### config.mk
export PLATFORM = sky130hd
export DESIGN_NAME = branch_sequencer
export DESIGN_NICKNAME = d
export VERILOG_FILES = /design/src/rtl/branch_sequencer.sv
export SDC_FILE = /design/constraint.sdc
export NUM_CORES = 1
export LEC_CHECK = 0
export ABC_AREA = 1
export CAP_MARGIN = 25
export CORE_MARGIN = 5
export CORE_UTILIZATION = 50
export CTS_CLUSTER_SIZE = 10
export DETAILED_ROUTE_END_ITERATION = 16
export PLACE_DENSITY = 0.78
export SLEW_MARGIN = 20
export SYNTH_ARGS = -nofsm -noshare
export SYNTH_HDL_FRONTEND = slang
export SYNTH_SLANG_ARGS = --single-unit
### constraint.sdc
create_clock -name clk -period 1.8 [get_ports clk]
set_input_delay 0.36 -clock clk [delete_from_list [all_inputs] [get_ports clk]]
set_output_delay 0.36 -clock clk [all_outputs]
set_load 0.005 [all_outputs]
### src/rtl/branch_sequencer.sv
// rtl/branch_sequencer.sv - execute-phase micro-step sequencer for conditional branches
//
// Purpose:
//   Drives the datapath strobes for steps T3..T6 of brzr/brnz/brpl/brmi once
//   fetch/decode has finished. The CON flip-flop is loaded in T3. The PC is
//   loaded in T6 only when that flip-flop reads 1. The block also keeps
//   saturating taken/not-taken counters for debug.
//
// Ports:
//   clk            in   system clock, rising-edge
//   reset          in   asynchronous active-high reset
//   start          in   run a branch execute phase (sampled only in IDLE)
//   hold           in   stall: freeze state, force strobes low
//   con            in   q output of the CON flip-flop
//   clear_cnt      in   synchronous clear of both counters
//   Gra..PCin      out  datapath strobes
//   busy           out  high outside IDLE
//   done           out  one-cycle pulse in the completing T6 cycle
//   taken_cnt      out  completed branches with con=1 (saturating)
//   not_taken_cnt  out  completed branches with con=0 (saturating)

module branch_sequencer #(
  parameter int CNT_W = 16
) (
  input  logic             clk,
  input  logic             reset,
  input  logic             start,
  input  logic             hold,
  input  logic             con,
  input  logic             clear_cnt,
  output logic             Gra,
  output logic             Rout,
  output logic             CONin,
  output logic             PCout,
  output logic             Yin,
  output logic             Cout,
  output logic             alu_add,
  output logic             Zin,
  output logic             Zlowout,
  output logic             PCin,
  output logic             busy,
  output logic             done,
  output logic [CNT_W-1:0] taken_cnt,
  output logic [CNT_W-1:0] not_taken_cnt
);

  typedef enum logic [2:0] {
    S_IDLE = 3'd0,
    S_T3   = 3'd1,
    S_T4   = 3'd2,
    S_T5   = 3'd3,
    S_T6   = 3'd4
  } state_t;

  localparam logic [CNT_W-1:0] CNT_MAX = {CNT_W{1'b1}};

  state_t           state_q, state_d;
  logic [CNT_W-1:0] taken_q, taken_d;
  logic [CNT_W-1:0] not_taken_q, not_taken_d;
  logic             cnt_upd;

  always_ff @(posedge clk or posedge reset) begin
    if (reset) begin
      state_q     <= S_IDLE;
      taken_q     <= '0;
      not_taken_q <= '0;
    end else begin
      state_q     <= state_d;
      taken_q     <= taken_d;
      not_taken_q <= not_taken_d;
    end
  end

  // Every non-idle state advances only on a hold-free cycle, and its strobes
  // are gated by the same condition so a stalled step never half-executes.
  always_comb begin
    state_d = state_q;
    Gra     = 1'b0;
    Rout    = 1'b0;
    CONin   = 1'b0;
    PCout   = 1'b0;
    Yin     = 1'b0;
    Cout    = 1'b0;
    alu_add = 1'b0;
    Zin     = 1'b0;
    Zlowout = 1'b0;
    PCin    = 1'b0;
    done    = 1'b0;
    case (state_q)
      S_IDLE: begin
        // start coincident with hold is dropped, not remembered.
        if (start && !hold) state_d = S_T3;
      end
      S_T3: begin
        if (!hold) begin
          Gra     = 1'b1;
          Rout    = 1'b1;
          CONin   = 1'b1;
          state_d = S_T4;
        end
      end
      S_T4: begin
        if (!hold) begin
          PCout   = 1'b1;
          Yin     = 1'b1;
          state_d = S_T5;
        end
      end
      S_T5: begin
        if (!hold) begin
          Cout    = 1'b1;
          alu_add = 1'b1;
          Zin     = 1'b1;
          state_d = S_T6;
        end
      end
      S_T6: begin
        if (!hold) begin
          Zlowout = 1'b1;
          PCin    = con;
          done    = 1'b1;
          state_d = S_IDLE;
        end
      end
      default: state_d = S_IDLE;
    endcase
  end

  assign busy    = (state_q != S_IDLE);
  assign cnt_upd = (state_q == S_T6) && !hold;

  // A clear wins over a same-cycle completion; counters stick at all-ones.
  always_comb begin
    taken_d     = taken_q;
    not_taken_d = not_taken_q;
    if (clear_cnt) begin
      taken_d     = '0;
      not_taken_d = '0;
    end else if (cnt_upd) begin
      if (con) begin
        if (taken_q != CNT_MAX) taken_d = taken_q + 1'b1;
      end else begin
        if (not_taken_q != CNT_MAX) not_taken_d = not_taken_q + 1'b1;
      end
    end
  end

  assign taken_cnt     = taken_q;
  assign not_taken_cnt = not_taken_q;

endmodule

==> results of run 1 <==
area by class of cell:
class / count / area, um2 / area share, %
Sequential cell: 35 / 878 / 27.6
Inverter: 40 / 150 / 4.72
Tap cell: 54 / 67.6 / 2.12
Timing Repair Buffer: 71 / 641 / 20.1
Clock buffer: 8 / 100 / 3.15
Multi-Input combinational cell: 260 / 1340 / 42.3
metrics by stage:
step / hold slack, ns / cells
4_1_cts: 0.504 / 467
5_1_grt: 0.562 / 468
2_1_floorplan: 0.514 / 345
3_5_place_dp: 0.565 / 452
3_3_place_gp: 0.557 / 452
6_report: 0.491 / 468
repair_timing:
item / in CTS / in global routing
pin swaps: 3 / 2
gates resized for setup: 29 / 13
endpoints found under the setup margin: 12 / 9
setup buffers: 7 / 1
hold buffers: 0 / 0
power by group through the flow:
stage / clock [mW] / sequential (mW) / combinational [mW]
final: 0.632 / 0.875 / 0.673
after floorplan: 0 / 0.884 / 0.273
after global placement: 0 / 0.883 / 0.466
after global routing: 0.693 / 0.877 / 0.733
after detailed placement: 0 / 0.883 / 0.480
after CTS: 0.651 / 0.869 / 0.615
routing by layer:
layer	track usage [%]	vias to the layer above	wire length (um)
met1	24.5	1132	2650
met4	8.08	0	88
li1	-	1226	-
met3	4.31	12	251
met2	36.7	78	3000
met5	0	-	0
placed cells by master (no fill, tap or decap), types with 2 or more instances in the layout:
| cell | Yosys | final |
|---|---|---|
| buf_2 | 1 | 2 |
| o21ai_1 | 2 | 2 |
| clkdlybuf4s15_1 | 0 | 2 |
| dlygate4sd2_1 | 0 | 4 |
| nor3b_1 | 2 | 2 |
| nor3_1 | 3 | 3 |
| clkdlybuf4s50_1 | 0 | 36 |
| a22oi_1 | 2 | 2 |
| xor2_1 | 4 | 4 |
| o21ai_0 | 3 | 3 |
| clkbuf_8 | 0 | 7 |
| buf_6 | 0 | 4 |
| nand3_4 | 2 | 2 |
| clkbuf_2 | 0 | 3 |
| nand4_1 | 14 | 14 |
| nor2_1 | 68 | 67 |
| buf_4 | 6 | 19 |
| nor2_8 | 3 | 3 |
| nor2_4 | 5 | 5 |
| nand2_4 | 5 | 5 |
| nor2_2 | 3 | 4 |
| nand2_1 | 99 | 99 |
| ha_1 | 2 | 2 |
| nand3_1 | 26 | 26 |
| a21oi_1 | 7 | 7 |
| nor4_4 | 0 | 2 |
| dfrtp_1 | 35 | 33 |
| dfrtp_2 | 0 | 2 |
| inv_1 | 36 | 34 |
| o21bai_1 | 5 | 5 |
| inv_2 | 4 | 6 |
registers in the layout, summed over array words and instances (netlist names):
register       flops
not_taken_cnt     16
state_q            3
taken_cnt         16
final timing paths:
kind | from | end | slack (ns) | cells past startpoint
setup / recovery | state_q[1] | Cout | 0.02 | 5
hold / removal | reset | not_taken_cnt[0] | 0.49 | 3
setup reg to reg | taken_cnt[1] | taken_cnt[11] | 0.19 | 8
hold reg to reg | taken_cnt[15] | taken_cnt[15] | 0.58 | 2
max in group asynchronous | reset | state_q[2] | 0.96 | 3
min in group clk | taken_cnt[15] | taken_cnt[15] | 0.58 | 2
worst min-delay path, delay by kind of cell:
kind	cells	cell delay [ns]
buffers and inverters	3	0.85
cells by family (layout without fill, tap and decap cells):
| group | after synthesis | in the layout | synth area share [%] |
|---|---|---|---|
| and+or+nand+nor | 234 | 234 | 47.1 |
| buffers and inverters | 50 | 119 | 8.82 |
| DFF | 35 | 35 | 36.5 |
| AOI/OAI and AO/OA | 20 | 20 | 5.06 |
| xor gates and xnor gates | 4 | 4 | 1.46 |
| adders and majority gates | 2 | 2 | 1.04 |
==> qor.yml, run 1 <==
run_status:
  status: "complete, no violations"
detailed_routing:
  wirelength_um: 5990
  dr.first_iter.drc_count: 109
  via_per_inst: 5.23
  wire_per_inst_um: 12.8
  vias: 2448
  first_pass_iters: 5
  drc: 0
  ant_nets: 0
cts:
  clock-sinks: 35
  clock_path_buffers: 2
  cts_max_level: 2
  root_buffer: "clkbuf_8"
  clk_latency_ns: 0.28
  cts_buffers: 5
  clk_pin_slew_ns: 0.07
  cts_tree: "built"
logic_synthesis:
  ys_types: 29
  synth_nets: 353
  synth_edf_count: 0
  synth-seq-cells: 35
  synth.area.top_cells: "dfrtp_1, nand2_1, nor2_1, inv_1, nand3_1"
  syn_area_um2: 2400
  synth_flop_cell: "dfrtp_1"
  yosys-top-cells-count: "nand2_1, nor2_1, inv_1, dfrtp_1, nand3_1"
  syn_inst: 345
  yosysMostFrequentCell: "nand2_1"
  syn_avg_cell_area_um2: 6.95
  yosysTopAreaCellShare_pct: 36.5
  ys_warn_count: 0
  synth_area_leader_cell: "dfrtp_1"
  async_reset_ff_share_pct: 100
  ys_seq_area_share_pct: 36.5
power:
  vdd_drop_max_mv: 0.470
  pwr-share-clk_pct: 29.0
  p_leak_nw: 1.55
  combPwrFrac_pct: 30.9
  seqPwrFrac_pct: 40.1
  p_per_area_nw_per_um2: 685
  p_total_mw: 2.18
  p_sw_mw: 0.669
  intPower_mw: 1.51
  switching_share_pct: 30.7
global_route:
  antenna_found_initial: 0
  grt_pass1_vias: 2492
  grt_util_all_layers_pct: 20.8
  grt_pass1_wl_um: 10500
  grt_max_degree: 36
  grt_overflow_total: 0
sta:
  rsz0062_at_grt: "true"
  tns_ns: 0
  final_max_slew_viol_count: 0
  setup_slack_ns: 0.0186
  clock.fmax_mhz: 561
  setup_viol: 0
  fin_skew_ns: 0.00527
  relSlewSlack_pct: 69.6
  tightest_slew_ns: 0.456
  finalHoldViolCount: 0
  period_needed_ns: 1.78
  min_period_over_period_pct: 99.0
finish:
  postLayoutCoreUtil_pct: 67.8
  antenna_cells: 0
  fillers: 414
  design_area_um2: 3180
  fin_nets: 421
  final_layout_size_suffix_gt1_share_pct: 16.2
  syn2layout_area_growth_pct: 32.6
setup_path:
  path_cells: "inv_2 -> buf_6 -> nor4_4 -> buf_4 -> clkbuf_2"
  crit_arrival_ns: 1.42
  cp.required_ns: 1.44
  cp-start-kind: "register"
  crit_family: "buffers and inverters"
  slowest_stage: "dfrtp_1"
  path_buf_inv: 4
  crit_type: "register to output pin"
  path_max_fanout: 4
  cp_slowest_stage_delay_ns: 0.41
  crit_path_end_kind: "output pin"
die:
  dieArea_um2: 6280
  die_w_um: 79.3
  ios: 50
  initial_utilization_pct: 51.1
  coreArea_um2: 4690
  die_y_um: 79.3
  fp-row-count: 25
place:
  routabilityCongestion: 0.832
  io_buffers: 49
  placed_cell_area_um2: 3000
  place_hpwl_um: 4380
  pre_cts_slack_ns: -0.448
hold_path:
  hold_class: "input pin to asynchronous set/reset pin"
job:
  maxCapViolCount: 0
Note: power is estimated with default switching activity, not from simulation.
==> run 2: changes to the inputs <==
- CTS_BUF_LIST: not set -> sky130_fd_sc_hd__clkbuf_8
==> qor.yml, run 2 (synthesis results as in run 1) <==
run_status:
  status: "complete, no violations"
sta:
  fin_skew_ns: 0.00576
  finalHoldViolCount: 0
  period_needed_ns: 1.78
  clock.fmax_mhz: 561
  min_period_over_period_pct: 99.0
  setup_viol: 0
  final_max_slew_viol_count: 0
  rsz0062_at_grt: "true"
  tightest_slew_ns: 0.459
  relSlewSlack_pct: 69.4
place:
  place_inst: 452
  place_hpwl_um: 4380
  routabilityCongestion: 0.832
  io_buffers: 49
  placed_cell_area_um2: 3000
setup_path:
  r2r_slack_ns: 0.17
  crit_type: "register to output pin"
  cp_slowest_stage_delay_ns: 0.41
  crit_arrival_ns: 1.42
  path_max_fanout: 4
  worstReg2RegEnd: "taken_cnt[11]"
  reg2reg_depth: 8
  r2r_start: "taken_cnt[1]"
  crit_path_end_kind: "output pin"
  cp-start-kind: "register"
  cp.required_ns: 1.44
  slowest_stage: "dfrtp_1"
  path_cells: "inv_2 -> buf_6 -> nor4_4 -> buf_4 -> clkbuf_2"
finish:
  antenna_cells: 0
  layout_common_cells: "nand2_1, nor2_1, clkdlybuf4s50_1"
  fillers: 414
  multi_input_area_um2: 1340
  design_area_um2: 3180
  stdcell_count: 468
  seqCellArea_um2: 878
  fin_nets: 421
  layout_commonest_cell: "nand2_1"
  final_layout_size_suffix_gt1_share_pct: 16.2
  syn2layout_area_growth_pct: 32.6
  postLayoutCoreUtil_pct: 67.8
global_route:
  grt_pass1_vias: 2493
  antenna_found_initial: 0
  grt_util_all_layers_pct: 20.8
  grt_overflow_total: 0
  grt_pass1_wl_um: 10500
  grt_max_degree: 36
detailed_routing:
  wirelength_um: 6000
  wire_per_inst_um: 12.8
  via_per_inst: 5.22
  dr.first_iter.drc_count: 99
  ant_nets: 0
  drc: 0
  first_pass_iters: 6
  vias: 2445
die:
  die_y_um: 79.3
  coreArea_um2: 4690
  dieArea_um2: 6280
  initial_utilization_pct: 51.1
  ios: 50
  fp-row-count: 25
  die_w_um: 79.3
power:
  p_per_area_nw_per_um2: 684
  p_leak_nw: 1.55
  vdd_drop_max_mv: 0.472
cts:
  cts_buffers: 5
  clk_latency_ns: 0.28
  cts_max_level: 2
  clock-sinks: 35
  clk_pin_slew_ns: 0.07
  clock_path_buffers: 2
  cts_tree: "built"
  root_buffer: "clkbuf_8"
hold_path:
  hold_class: "input pin to asynchronous set/reset pin"
job:
  maxCapViolCount: 0
[run 2: cell type report]
type                       count  share of cell area, %
clock buffer                   7                   3.03
timing repair buffer          71                   20.1
tap                           54                   2.12
sequential                    35                   27.6
inverter                      40                   4.72
multi-input combinational    260                   42.3
clock inverter                 1                  0.118
[run 2: metrics by stage]
step / power [mW] / hold slack (ns) / setup TNS, ns / worst slack, ns
floorplan: 1.16 / 0.514 / 0 / 0.253
global placement: 1.35 / 0.557 / -3.34 / -0.351
detailed placement: 1.36 / 0.565 / -4.84 / -0.448
CTS: 2.13 / 0.504 / -0.112 / -0.0423
global route: 2.30 / 0.562 / -0.149 / -0.0525
finish: 2.18 / 0.490 / 0 / 0.0176
[run 2: critical path, delay by kind of cell, from the launching register on]
family                 cells  cell delay (ns)
buffers and inverters      4             0.46
DFF                        1             0.41
and+or+nand+nor            1             0.27
[run 2: how the worst max path moves through the flow]
stage                from  endpoint  slack (ns)  depth (start not counted)
2_1_floorplan  state_q[2]       Zin        0.25                          2
3_3_place_gp         hold       Zin       -0.35                          4
3_5_place_dp         hold       Zin       -0.45                          4
4_1_cts        state_q[0]       Zin       -0.04                          5
5_1_grt        state_q[1]      Cout       -0.05                          5
6_report       state_q[1]      Cout        0.02                          5
[run 2: metal layers]
layer	track usage, %	vias to the layer above	part of all wire, %
li1	-	1230	-
met4	8.08	0	1.3
met1	24.5	1137	46
met2	36.7	68	50
met5	0	-	0
met3	4.31	10	3.4
[run 2: timing repair]
action                                  CTS  global route
buffers inserted                          7             1
gates resized for setup                  29            13
pin swaps                                 3             2
endpoints found under the setup margin   12             9
hold buffers                              0             0
[run 2: power breakdown]
part | switching (mW) | internal, mW | leakage (nW) | total, mW
combinational | 0.337 | 0.336 | 1.02 | 0.673
clock | 0.285 | 0.344 | 0.0557 | 0.629
sequential | 0.0490 | 0.825 | 0.481 | 0.874
total | 0.671 | 1.50 | 1.55 | 2.18
